--- config.mk ---
export PLATFORM = sky130hd
export DESIGN_NAME = vga_pattern_sequencer
export DESIGN_NICKNAME = d
export VERILOG_FILES = /design/src/rtl/vga_seq_pkg.sv /design/src/rtl/vga_pattern_gen.sv /design/src/rtl/vga_pattern_sequencer.sv
export SDC_FILE = /design/constraint.sdc
export NUM_CORES = 1
export LEC_CHECK = 0
export BUFFER_PORTS_ARGS = -buffer_cell sky130_fd_sc_hd__buf_4
export CORE_MARGIN = 5
export CORE_UTILIZATION = 45
export DETAILED_ROUTE_END_ITERATION = 7
export PLACE_DENSITY = 0.69
export SYNTH_ARGS = -nofsm -noshare
export SYNTH_HDL_FRONTEND = slang
export SYNTH_SLANG_ARGS = --single-unit
--- constraint.sdc ---
create_clock -name clk -period 6.3 [get_ports clk]
set_input_delay 1.26 -clock clk [delete_from_list [all_inputs] [get_ports clk]]
set_output_delay 1.26 -clock clk [all_outputs]
set_load 0.005 [all_outputs]
--- src/rtl/vga_seq_pkg.sv ---
// vga_seq_pkg: shared constants, pattern enum and advance helper for the VGA pattern sequencer.
// Build option VGA_SEQ_GRADIENT_EN adds the gradient pattern (index 4).  Rev 1.0
`default_nettype none

package vga_seq_pkg;

  localparam int H_ACTIVE_DEFAULT = 640;
  localparam int V_ACTIVE_DEFAULT = 480;
  localparam int BAR_WIDTH        = 80;

  typedef enum logic [2:0] {
    PAT_EDGE  = 3'd0,
    PAT_BARS  = 3'd1,
    PAT_CHECK = 3'd2,
    PAT_WHITE = 3'd3,
    PAT_GRAD  = 3'd4
  } pat_e;

`ifdef VGA_SEQ_GRADIENT_EN
  localparam int NUM_PATTERNS = 5;
`else
  localparam int NUM_PATTERNS = 4;
`endif

  localparam logic [2:0] LAST_PATTERN = 3'(NUM_PATTERNS - 1);

  function automatic logic [2:0] next_pattern(input logic [2:0] idx);
    return (idx == LAST_PATTERN) ? 3'd0 : idx + 3'd1;
  endfunction

endpackage

`default_nettype wire

--- src/rtl/vga_pattern_gen.sv ---
// vga_pattern_gen: combinational map from (pattern_idx, hpos, vpos) to 2-bit RGB.
// Gradient pattern only built with VGA_SEQ_GRADIENT_EN.  Rev 1.0
`default_nettype none

module vga_pattern_gen
  import vga_seq_pkg::*;
#(
  parameter int H_ACTIVE = H_ACTIVE_DEFAULT,
  parameter int V_ACTIVE = V_ACTIVE_DEFAULT
) (
  input  logic [2:0] pattern_idx,
  input  logic [9:0] hpos,
  input  logic [9:0] vpos,
  output logic [1:0] r,
  output logic [1:0] g,
  output logic [1:0] b
);

  localparam logic [9:0] H_LAST = 10'(H_ACTIVE - 1);
  localparam logic [9:0] V_LAST = 10'(V_ACTIVE - 1);

  function automatic logic [1:0] edge_code(input logic [9:0] pos, input logic [9:0] last);
    if (pos == 10'd0)     return 2'b01;
    else if (pos < last)  return 2'b10;
    else                  return 2'b11;
  endfunction

  logic [2:0] bar;
  logic       check;

  always_comb begin
    r     = 2'b00;
    g     = 2'b00;
    b     = 2'b00;
    check = hpos[5] ^ vpos[5];
    // Bar index from threshold compares, avoiding a divider.
    bar   = 3'd0;
    for (int i = 1; i < 8; i++) begin
      if (hpos >= 10'(i * BAR_WIDTH)) bar = 3'(i);
    end

    case (pat_e'(pattern_idx))
      PAT_EDGE: begin
        r = edge_code(hpos, H_LAST);
        g = edge_code(vpos, V_LAST);
      end
      PAT_BARS: begin
        r = {2{bar[0]}};
        g = {2{bar[1]}};
        b = {2{bar[2]}};
      end
      PAT_CHECK: begin
        r = {2{check}};
        g = {2{check}};
        b = {2{check}};
      end
      PAT_WHITE: begin
        r = 2'b11;
        g = 2'b11;
        b = 2'b11;
      end
`ifdef VGA_SEQ_GRADIENT_EN
      PAT_GRAD: begin
        r = hpos[7:6];
        g = vpos[7:6];
        b = 2'b01;
      end
`endif
      default: ;
    endcase
  end

endmodule

`default_nettype wire

--- src/rtl/vga_pattern_sequencer.sv ---
// vga_pattern_sequencer: steps test patterns at frame boundaries (auto or manual) with registered, aligned RGB/sync.
// Build option VGA_SEQ_GRADIENT_EN selects 5 patterns instead of 4.  Rev 1.0
`default_nettype none

module vga_pattern_sequencer
  import vga_seq_pkg::*;
#(
  parameter int H_ACTIVE    = H_ACTIVE_DEFAULT,
  parameter int V_ACTIVE    = V_ACTIVE_DEFAULT,
  parameter int HOLD_FRAMES = 60
) (
  input  logic       clk,
  input  logic       reset,
  input  logic [9:0] hpos,
  input  logic [9:0] vpos,
  input  logic       display_on,
  input  logic       hsync_in,
  input  logic       vsync_in,
  input  logic       advance,
  input  logic       auto_en,
  output logic [1:0] R,
  output logic [1:0] G,
  output logic [1:0] B,
  output logic       hsync_out,
  output logic       vsync_out,
  output logic [2:0] pattern_idx
);

  localparam logic [7:0] HOLD_LAST = 8'(HOLD_FRAMES - 1);
  localparam logic [9:0] V_TICK    = 10'(V_ACTIVE);

  logic       pending;
  logic [7:0] frame_cnt;

  logic       frame_tick;
  logic       take;
  logic       pending_next;
  logic [7:0] cnt_next;
  logic [2:0] idx_next;
  logic [1:0] pix_r, pix_g, pix_b;

  vga_pattern_gen #(
    .H_ACTIVE (H_ACTIVE),
    .V_ACTIVE (V_ACTIVE)
  ) u_gen (
    .pattern_idx (pattern_idx),
    .hpos        (hpos),
    .vpos        (vpos),
    .r           (pix_r),
    .g           (pix_g),
    .b           (pix_b)
  );

  always_comb begin
    frame_tick   = (vpos == V_TICK) && (hpos == 10'd0);
    // Manual and auto requests on the same tick merge into one step.
    take         = frame_tick && (pending || advance || (auto_en && (frame_cnt == HOLD_LAST)));
    pending_next = frame_tick ? 1'b0 : (pending | advance);
    idx_next     = take ? next_pattern(pattern_idx) : pattern_idx;
    cnt_next     = frame_cnt;
    if (!auto_en)        cnt_next = 8'd0;
    else if (take)       cnt_next = 8'd0;
    else if (frame_tick) cnt_next = frame_cnt + 8'd1;
  end

  always_ff @(posedge clk) begin
    if (reset) begin
      pending     <= 1'b0;
      frame_cnt   <= 8'd0;
      pattern_idx <= 3'd0;
      R           <= 2'b00;
      G           <= 2'b00;
      B           <= 2'b00;
      hsync_out   <= 1'b0;
      vsync_out   <= 1'b0;
    end else begin
      pending     <= pending_next;
      frame_cnt   <= cnt_next;
      pattern_idx <= idx_next;
      R           <= display_on ? pix_r : 2'b00;
      G           <= display_on ? pix_g : 2'b00;
      B           <= display_on ? pix_b : 2'b00;
      hsync_out   <= hsync_in;
      vsync_out   <= vsync_in;
    end
  end

endmodule

`default_nettype wire
==> impl_results.md <==
- Tightest Pin Transition: 1190 ps
- TritonCTS clock tree: done
- Die ar.: 3820 sq um
- Top Usage Layer GRT: met2
- GR Util met1: 0.244
- ANT nets after route: 0
- Drt wl/cell: 15.3 um
- Routing usage on met3: 0.0496
- Row count: 18
- Die height: 61.8 um
- Final-report hold violation count: 0
- Period minus WS final: 3240 ps
- Buffers on Ports: 37
- Die X-Extent: 61.8 um
- Synth Instances: 150
- Seq/Total Area, Yosys: 0.315
- GRT Overall Usage: 0.187
- Clk_skew: 3.42 ps
- # IOs: 38
- Crit-path max FO: 8
- Cell Area, Synth: 1210 sq um
- Dominant cell type by area after synthesis: dfxtp_1
- First-pass GRT wire length: 5430 um
- Placed wire-length estimate: 2510 um
- Max-Cap Viols: 0
- Area Overhead vs Synth: 25.4%
- Crit. End Element: flip-flop
- Initial antenna violation count: 0
- Status: finished, final reports clean
- Netlist cell types: 40
- Arrival @ worst endpoint: 3450 ps
- Total gr overflow: 0
- TritonCTS Buffers: 3
- Count leader, synth: dfxtp_1
- Power per cell area: 146 nW/um^2
- Main synth FF type: dfxtp_1
- Synth async-reset ratio: 0
- Static Leak: 0.000590 uW
- Vias in the first global route: 1201
- Top-area cell type share of the netlist area: 0.315
- Crit path required time: 6510 ps
- Starting Density: 0.479
- Fmax: 309 MHz
- Final nets: 216
- Final core occ: 0.600
- Syn Area/Cell: 8.05 sq um
- Max VDD drop: 0.000139 V
- Syn_nets: 182
- CP Launch Type: input pin
- Clock latency on the worst-skew pair: 300 ps
- Number of synthesis warnings: 0
- Setup TNS Final: 0 ps
- RD Place Congestion: 0.781
- Fin. max-slew vios: 0
- Relative slew slack: 0.202
- DR vias: 1322
- Number of synthesized flops with an enable pin: 0
- Clk pin slew, worst setup/hold paths: 100 ps
- Clock Sinks: 19
- Iter 0 DRT Violations: 56
- Core area: 2520 sq um
- RSZ-0062 raised after global routing: no
- DR pass1 iterations: 6
- CTS Hold Bufs: 0
- Worst slack, placed: 2800 ps
- Vias per cell: 6.21
- Final worst path period share: 0.514
- Post-CTS Resized: 0
- Clock tree root buffer cell: clkbuf_4
- Filler cells: 236
- Register bit total from synthesis: 19
- Met2 Resource Use GR: 0.308
- Bufs on Longest Clock Path: 2
- Layout cells sized above 1: 0.230
- DRC viols: 0
- Post-synth top cells: 19 x dfxtp_1, 9 x nand2_1, 8 x nand4_1, 8 x nor2b_1, 8 x o21ai_0
- Worst setup path class: in2reg
- Final WS setup: 3060 ps
- Post-CTS Setup Bufs: 0
- Final setup vio count: 0
- Largest net degree at the start of global routing: 12
- CTS H-tree depth: 1
- WL final: 3260 um
- # diodes: 0
- Synth area leaders: dfxtp_1 32%, ha_1 5.2%, nand4_1 4.1%, nor2b_1 4.1%, a211oi_1 3.7%
- Hold Crit Class: reg2reg
[registers in the layout (all words and copies together), names as in the netlist]
name / cells
frame_cnt: 8
vsync_out: 1
pending: 1
G: 2
R: 2
pattern_idx: 3
B: 1
hsync_out: 1
[power by group]
part / leakage, uW / total [uW] / internal [uW] / switching (uW)
sequential: 0.000155 / 123 / 122 / 0.726
combinational: 0.000420 / 37.3 / 19.4 / 17.9
clock: 0.0000150 / 61.2 / 24.7 / 36.5
[final timing paths]
check | startpoint | endpoint | slack [ps] | cells after the start
min reg2reg | frame_cnt[7] | frame_cnt[7] | 500 | 2
max reg2reg | frame_cnt[0] | frame_cnt[6] | 4190 | 5
max | vpos[1] | frame_cnt[2] | 3060 | 5
min | frame_cnt[7] | frame_cnt[7] | 500 | 2
[layout by cell type (no fill, tap or decap), types with 2 or more instances in the layout]
| cell | count |
|---|---|
| nor2_1 | 4 |
| clkbuf_4 | 3 |
| o41ai_1 | 2 |
| o22ai_1 | 4 |
| or4_1 | 3 |
| nand4_1 | 8 |
| nor2b_1 | 8 |
| dfxtp_1 | 19 |
| nand2b_1 | 7 |
| inv_1 | 5 |
| nand3_1 | 6 |
| o21ai_0 | 8 |
| o31ai_1 | 3 |
| o32ai_1 | 2 |
| nand2_1 | 9 |
| and3_1 | 4 |
| a21oi_1 | 4 |
| or3_1 | 4 |
| ha_1 | 5 |
| nor4_1 | 3 |
| a211oi_1 | 6 |
| nor3_1 | 6 |
| nor3b_1 | 3 |
| a31oi_1 | 5 |
| buf_4 | 37 |
[cells by family after synthesis]
| logic type | Yosys count | synth area share |
|---|---|---|
| AND/OR/NAND/NOR | 69 | 0.333 |
| AO/OA/AOI/OAI | 43 | 0.249 |
| flip-flops | 19 | 0.315 |
| buffers and inverters | 13 | 0.0446 |
| adder cells (fa/ha/maj) | 5 | 0.0518 |
| XOR/XNOR | 1 | 0.00726 |
[worst max-delay path, stage by stage]
cell     delay [ps]
buf_4           110
or4_4           530
nor4_1          970
nand3_1         320
o31ai_1         270
[layer usage]
layer / part of all wire / wire length [um]
met1: 0.45 / 1460
met2: 0.48 / 1560
met3: 0.069 / 226
met4: 0.0037 / 12
met5: 0 / 0
[metrics by stage]
step / power [uW] / std cells / area (sq um) / hold slack (ps)
global route: 233 / 213 / 1510 / 525
CTS: 223 / 213 / 1510 / 491
finish: 222 / 213 / 1510 / 497
floorplan: 141 / 150 / 1210 / 450
detailed placement: 163 / 209 / 1490 / 472
global placement: 162 / 209 / 1490 / 474
[cell type report]
class | instances | area [sq um] | area share
clock buffer | 4 | 26.3 | 0.0174
tap | 30 | 37.5 | 0.0248
inverter | 5 | 18.8 | 0.0124
multi-input combinational | 118 | 773 | 0.511
sequential | 19 | 380 | 0.251
timing repair buffer | 37 | 278 | 0.183
(Power assumes the default switching activity.)
